$ cat config.mk
export PLATFORM = sky130hd
export DESIGN_NAME = sync_fifo_param
export DESIGN_NICKNAME = d
export VERILOG_FILES = /design/src/rtl/sync_fifo_pkg.sv /design/src/rtl/fifo_ram.sv /design/src/rtl/sync_fifo_param.sv
export SDC_FILE = /design/constraint.sdc
export NUM_CORES = 1
export LEC_CHECK = 0
export ABC_AREA = 1
export ABC_CLOCK_PERIOD_IN_PS = 6150
export BUFFER_PORTS_ARGS = -buffer_cell sky130_fd_sc_hd__buf_2
export CAP_MARGIN = 25
export CORE_UTILIZATION = 35
export DETAILED_ROUTE_END_ITERATION = 10
export PLACE_DENSITY = 0.48
export SETUP_SLACK_MARGIN = 0.05
export SLEW_MARGIN = 30
export SYNTH_ARGS = -nofsm -noshare
export SYNTH_HDL_FRONTEND = slang
export SYNTH_SLANG_ARGS = --single-unit
$ cat constraint.sdc
create_clock -name clk -period 6.15 [get_ports clk]
set_clock_uncertainty 0.05 [all_clocks]
set_input_delay 1.23 -clock clk [delete_from_list [all_inputs] [get_ports clk]]
set_output_delay 1.23 -clock clk [all_outputs]
set_load 0.05 [all_outputs]
$ cat src/rtl/sync_fifo_pkg.sv
// sync_fifo_pkg: shared defaults and width helpers for the parametrised FIFO
package sync_fifo_pkg;

    localparam int DEF_DATA_W = 8;
    localparam int DEF_DEPTH  = 8;

    // Pointer width; a depth of 1 would give zero bits, so clamp to 1
    function automatic int ptr_w(input int depth);
        return (depth > 1) ? $clog2(depth) : 1;
    endfunction

    // Occupancy needs one extra bit to represent the full count DEPTH
    function automatic int cnt_w(input int depth);
        return $clog2(depth) + 1;
    endfunction

endpackage

$ cat src/rtl/fifo_ram.sv
// fifo_ram: simple dual-port storage, one write port and one registered read port
module fifo_ram
    import sync_fifo_pkg::*;
#(
    parameter int DATA_W = DEF_DATA_W,
    parameter int DEPTH  = DEF_DEPTH
) (
    input  logic                     clk,
    input  logic                     rst,
    input  logic                     i_we,
    input  logic [ptr_w(DEPTH)-1:0] i_waddr,
    input  logic [DATA_W-1:0]       i_wdata,
    input  logic                     i_re,
    input  logic [ptr_w(DEPTH)-1:0] i_raddr,
    output logic [DATA_W-1:0]       o_rdata
);

    logic [DATA_W-1:0] r_mem [DEPTH];
    logic [DATA_W-1:0] r_rdata;

    // Storage array is left unreset so it maps onto block RAM
    always_ff @(posedge clk) begin
        if (i_we) r_mem[i_waddr] <= i_wdata;
    end

    // Output register holds the last popped word until the next read
    always_ff @(posedge clk) begin
        if (rst) r_rdata <= '0;
        else if (i_re) r_rdata <= r_mem[i_raddr];
    end

    assign o_rdata = r_rdata;

endmodule

$ cat src/rtl/sync_fifo_param.sv
// sync_fifo_param: single-clock FIFO with occupancy, threshold flags and sticky errors
module sync_fifo_param
    import sync_fifo_pkg::*;
#(
    parameter int DATA_W   = DEF_DATA_W,
    parameter int DEPTH    = DEF_DEPTH,
    parameter int AF_LEVEL = DEPTH - 2,
    parameter int AE_LEVEL = 2
) (
    input  logic                     clk,
    input  logic                     rst,
    input  logic                     wr_en,
    input  logic [DATA_W-1:0]       wr_data,
    input  logic                     rd_en,
    output logic [DATA_W-1:0]       rd_data,
    output logic                     rd_valid,
    output logic                     full,
    output logic                     empty,
    output logic                     almost_full,
    output logic                     almost_empty,
    output logic [cnt_w(DEPTH)-1:0] count,
    output logic                     overflow,
    output logic                     underflow,
    input  logic                     clr_err
);

    localparam int PW = ptr_w(DEPTH);
    localparam int CW = cnt_w(DEPTH);

    if ((DEPTH < 2) || (DEPTH > 1024) || ((DEPTH & (DEPTH - 1)) != 0)) begin : g_bad_depth
        $error("sync_fifo_param: DEPTH must be a power of 2 in 2..1024");
    end
    if ((AF_LEVEL < 0) || (AF_LEVEL > DEPTH)) begin : g_bad_af
        $error("sync_fifo_param: AF_LEVEL must be within 0..DEPTH");
    end
    if ((AE_LEVEL < 0) || (AE_LEVEL >= DEPTH)) begin : g_bad_ae
        $error("sync_fifo_param: AE_LEVEL must be within 0..DEPTH-1");
    end

    logic [PW-1:0] r_wr_ptr;
    logic [PW-1:0] r_rd_ptr;
    logic [CW-1:0] r_count;
    logic          r_rd_valid;
    logic          r_overflow;
    logic          r_underflow;
    logic          w_rd_acc;
    logic          w_wr_acc;
    logic          w_ovf_evt;
    logic          w_unf_evt;

    // A full FIFO still takes a write when a read frees a slot in the same cycle
    assign w_rd_acc  = rd_en & ~empty;
    assign w_wr_acc  = wr_en & (~full | w_rd_acc);
    assign w_ovf_evt = wr_en & ~w_wr_acc;
    assign w_unf_evt = rd_en & empty;

    // Pointers wrap naturally at DEPTH; occupancy moves only on unbalanced traffic
    always_ff @(posedge clk) begin
        if (rst) begin
            r_wr_ptr <= '0;
            r_rd_ptr <= '0;
            r_count  <= '0;
        end else begin
            if (w_wr_acc) r_wr_ptr <= r_wr_ptr + PW'(1);
            if (w_rd_acc) r_rd_ptr <= r_rd_ptr + PW'(1);
            r_count <= (w_wr_acc & ~w_rd_acc) ? r_count + CW'(1) :
                       (w_rd_acc & ~w_wr_acc) ? r_count - CW'(1) : r_count;
        end
    end

    // Read strobe plus sticky errors; a new error event outranks clr_err
    always_ff @(posedge clk) begin
        if (rst) begin
            r_rd_valid  <= 1'b0;
            r_overflow  <= 1'b0;
            r_underflow <= 1'b0;
        end else begin
            r_rd_valid  <= w_rd_acc;
            r_overflow  <= w_ovf_evt | (r_overflow & ~clr_err);
            r_underflow <= w_unf_evt | (r_underflow & ~clr_err);
        end
    end

    fifo_ram #(
        .DATA_W(DATA_W),
        .DEPTH (DEPTH)
    ) u_ram (
        .clk    (clk),
        .rst    (rst),
        .i_we   (w_wr_acc & ~rst),
        .i_waddr(r_wr_ptr),
        .i_wdata(wr_data),
        .i_re   (w_rd_acc & ~rst),
        .i_raddr(r_rd_ptr),
        .o_rdata(rd_data)
    );

    assign rd_valid     = r_rd_valid;
    assign overflow     = r_overflow;
    assign underflow    = r_underflow;
    assign count        = r_count;
    assign full         = (r_count == CW'(DEPTH));
    assign empty        = (r_count == '0);
    assign almost_full  = (r_count >= CW'(AF_LEVEL));
    assign almost_empty = (r_count <= CW'(AE_LEVEL));

endmodule

## Word-level counts from Yosys, hierarchy flattened

Memories as Yosys holds them, arrays and structs flattened. A register that Yosys moved wholly into a read port is not among the register bits.
Index checks and enable logic that the tools add are counted.

- Add/sub/neg operators: 4
- Magnitude comparators: 2
- Equal/unequal tests: 1
- Multiplexer cells: 4
- Bitwise operators: 19
- Reductions and logical operators: 2

Operator list:

| operator | count |
|---|---|
| bitwise AND 1 bit | 10 |
| two-way mux 4 bit | 2 |
| adder 3 x 1 -> 3 bit (second input constant) | 2 |
| inverter 1 bit | 6 |
| adder 4 x 1 -> 4 bit (second input constant) | 1 |
| == test 4 bit (second input constant) | 1 |
| >= comparator 4 x 3 -> 1 bit (second input constant) | 1 |
| <= comparator 4 x 2 -> 1 bit (second input constant) | 1 |
| logical NOT 4 bit | 1 |
| subtractor 4 x 1 -> 4 bit (second input constant) | 1 |
| OR 1 bit | 3 |
| two-way mux 1 bit | 2 |
| nonzero test 2 bit | 1 |

- Bits in registers: 13
- Memory bits (writable): 64
- Word-level logic and storage cells: 39
- Memories: 1

Memories:

| memory | depth | width | rd ports | clocked after memory_dff | write ports | RTL line | text |
|---|---|---|---|---|---|---|---|
| u_ram.r_mem | 8 | 8 | 1 | 1 | 1 | fifo_ram.sv:18 | `logic [DATA_W-1:0] r_mem [DEPTH];` |

## Depth between registers and ports, before layout

- Depth in word-level cells: 9
- Depth in mapped cells: 14

## Hierarchy

From an unflattened synthesis, not the netlist that was laid out.

- Cell total of the unflattened synthesis: 404
- Area, all modules: 3,854.9 um^2

By module, submodules not included:

| module | times used | cells an instance | area an instance (um^2) | seq. area each (um^2) |
|---|---|---|---|---|
| fifo_ram | 1 | 305 | 3,105.5 | 2,082.0 |
| sync_fifo_param | 1 | 99 | 749.5 | 260.2 |

## Worst setup path after synthesis

Ideal clock, no wire load.

- Path kind: register to output
- Start point: reg r_count[1] (netlist: count[1])
- End point: out almost_full
- Data arrival time: 1,997 ps
- Required time: 4,870 ps
- Path slack: 2,873 ps
- Cell stages (with the launch flop): 3
- Path through: dfxtp_1 > inv_1 > o21ai_0

- Cells in the longest elaborated chain, start to end: 1

Ends and longest elaborated chain:

| what | RTL line | text |
|---|---|---|
| start, declared | sync_fifo_param.sv:42 | `logic [CW-1:0] r_count;` |
| start signal, assigned | sync_fifo_param.sv:66 | `r_count <= (w_wr_acc & ~w_rd_acc) ? r_count + CW'(1) :` |
| >= comparator 4 x 3 -> 1 bit | sync_fifo_param.sv:104 | `assign almost_full = (r_count >= CW'(AF_LEVEL));` |
| end, declared | sync_fifo_param.sv:19 | `output logic almost_full,` |

Every way passes these cells.

## Final worst setup path

- Start point: in rd_en
- End point: reg r_count[3] (netlist: count[3])

- Cells in the longest elaborated chain, start to end: 6

Ends and longest elaborated chain:

| what | RTL line | text |
|---|---|---|
| start, declared | sync_fifo_param.sv:14 | `input logic rd_en,` |
| bitwise AND 1 bit (*) | sync_fifo_param.sv:52 | `assign w_rd_acc = rd_en & ~empty;` |
| OR 1 bit | sync_fifo_param.sv:53 | `assign w_wr_acc = wr_en & (~full \| w_rd_acc);` |
| bitwise AND 1 bit | sync_fifo_param.sv:53 |  |
| inverter 1 bit | sync_fifo_param.sv:67 | `(w_rd_acc & ~w_wr_acc) ? r_count - CW'(1) : r_count;` |
| bitwise AND 1 bit | sync_fifo_param.sv:67 |  |
| nonzero test 2 bit (no line) | - |  |

Every way passes the cells marked *; elsewhere a longest branch is shown, timed or not.
A chain may end at the register's enable or synchronous reset.

==> flow_summary.yaml <==
floorplan:
  dieWidth_um: 106
  rows: 37
  floorplan.initialDensity: 0.363
  die_area_mm2: 0.0112
  core-area_mm2: 0.0104
  fp.dieH_um: 106
  io_pins: 32
synth:
  ys_types: 32
  avgSynthCellArea_um2: 9.88
  synth_ff_type: "edfxtp_1"
  synthTopCellsByArea: "edfxtp_1, dfxtp_1, nand2_1, nand3_1, inv_1"
  synthArstFlopShare: 0
  ys.warnings.count: 0
  ys_ff_latch: 85
  synth.largest_area_cell: "edfxtp_1"
  synth-edff-count: 64
  netlist_instances: 383
  synth_top_area_share: 0.508
  syn_nets: 402
  netlist_area_mm2: 0.00378
  ys_seq_area_frac: 0.619
setup_path:
  cp.required_ns: 6.38
  worstSetupEndpointType: "flip-flop"
  cp_max_fo: 6
  cpPeakStageDelay_ns: 0.31
  timing.critical_path.mode_cell: "nand2_1"
  crit_chain: "buf_2 > inv_1 > nand4_1 > nand2_2 > inv_2 > ha_1 > inv_1 > ha_1 > or2_2 > nand2_1 > nand3_1 > nand2_1 > nand2_1 > a21oi_1"
  worstPathArrival_ns: 2.99
  crit_slowest_cell: "or2_2"
  crit_path_start_kind: "primary input"
  critPathKind: "primary input to flip-flop"
place:
  postPlaceCellArea_mm2: 0.00401
  gp_congestion: 0.780
  hpwl_um: 5350
  port_buffers: 31
finish:
  antenna_cells: 0
  mostFrequentLayoutCell: "nand2_1"
  drive_gt1_frac: 0.149
  design_area_mm2: 0.00417
  final_cell_mix: "nand2_1, inv_1, edfxtp_1"
  num-fill-cells: 1045
  final_util: 0.400
  layout.nets: 431
  area_delta_synth_final_pct: 10.1
global_route:
  grt_max_degree: 35
  grt_first_pass_wirelength_um: 12800
  antenna_found_initial: 0
  grt_pass1_vias: 2465
  track_usage: 0.156
  grt_overflow: 0
timing:
  fin_tns_setup_ns: 0
  rsz0062_at_grt: "false"
  relSlewSlack: 0.404
  period_minus_slack_ns: 2.76
  hold_violations: 0
  fmax_mhz: 363
  finalSetupViolCount: 0
  worstMarginPinSlew_ns: 0.890
  maxSlewViolCount: 0
  fin_crit_sh: 0.449
drt:
  drtAntennaViolNets: 0
  drt_iter0_markers: 80
  viasPerCell: 4.68
  vias: 2586
  wl_per_cell_um: 14.9
  drc: 0
  first_pass_iters: 5
  finalWirelength_um: 8220
clock_network:
  cts_setup_buffers: 0
  post_cts_resized: 0
  clkTransAtPathRegs_ns: 0.08
  cts_tree: "done"
  clock_latency_ns: 0.35
  cts.sinks: 85
  cts-root-buf: "clkbuf_8"
  numCtsBuffers: 9
  postCtsHoldBufs: 0
  htree_levels: 3
  clock_path_buffers: 2
pwr:
  power.density_mw_per_mm2: 366
  p_total_mw: 1.52
  p_leak_nw: 1.78
  peakVddDrop_mv: 0.189
status:
  status: "completed"
job:
  maxCapViolCount: 0
worst_hold_path:
  min_path_type: "flip-flop to flip-flop"
==> power breakdown <==
group          internal [mW]  switching (mW)
Sequential             0.653          0.0461
Clock                  0.144           0.194
Combinational          0.131           0.355
==> routing by layer <==
| layer | up-vias | track usage | share of wire |
|---|---|---|---|
| met4 | 0 | 0.0685 | 0.018 |
| met1 | 1222 | 0.217 | 0.49 |
| met5 | - | 0 | 0 |
| met3 | 11 | 0.0245 | 0.042 |
| li1 | 1291 | - | - |
| met2 | 62 | 0.241 | 0.45 |
==> worst max-delay path: cells and delay by family <==
family | cells | cell delay [ns]
compound gates | 1 | 0.10
fa+ha+maj | 2 | 0.46
buf+inv | 4 | 0.40
simple gates | 7 | 0.78
==> path summary, 6_finish.rpt <==
kind,endpoint,cells past startpoint,start,slack [ns]
setup / recovery,count[3],14,rd_en,3.39
hold / removal,overflow,2,overflow,0.42
setup reg to reg,count[3],13,count[1],3.91
hold reg to reg,overflow,2,overflow,0.42
==> through the flow <==
| step | hold WS, ns | instances | worst slack, ns |
|---|---|---|---|
| final | 0.416 | 553 | 3.39 |
| after global routing | 0.427 | 553 | 3.19 |
| after CTS | 0.420 | 553 | 3.38 |
| after detailed placement | 0.407 | 537 | 3.03 |
| after global placement | 0.401 | 537 | 3.08 |
| after floorplan | 0.442 | 383 | 2.87 |
==> cell usage after synthesis, types with 2 or more instances <==
library cell and instances:
nor3_2 4, nand2_1 106, edfxtp_1 64, nand2_2 3, buf_6 4, nor2_1 6
inv_1 64, xor2_1 2, nand3_1 52, buf_4 3, buf_2 5, ha_1 5
o21ai_0 9, a21oi_1 18, dfxtp_1 21
==> cell families (layout without fill, tap and decap cells) <==
| kind of cell | after synthesis | after routing | share of synthesized area |
|---|---|---|---|
| flip-flops | 85 | 85 | 0.619 |
| AO/OA/AOI/OAI | 29 | 29 | 0.0393 |
| XOR/XNOR | 2 | 2 | 0.00463 |
| adder cells (fa/ha/maj) | 6 | 6 | 0.0218 |
| buffers and inverters | 82 | 116 | 0.0988 |
| AND/OR/NAND/NOR | 179 | 179 | 0.217 |
==> flip-flops by register name, summed over array words and instances, names as in the netlist <==
register       count
underflow          1
rd_valid           1
u_ram.r_mem       64
count              4
u_ram.o_rdata      8
overflow           1
r_wr_ptr           3
r_rd_ptr           3
==> cell type report <==
cell class	count	area [um2]	area share
well taps	136	170	0.0408
flip-flops and latches	85	2340	0.562
multi-input cells	216	1070	0.256
inverters	68	263	0.0631
repair buffers	32	163	0.0390
clock inverters	5	28.8	0.00691
clock buffers	11	131	0.0315
No activity file was read; power rests on OpenSTA's default activity.
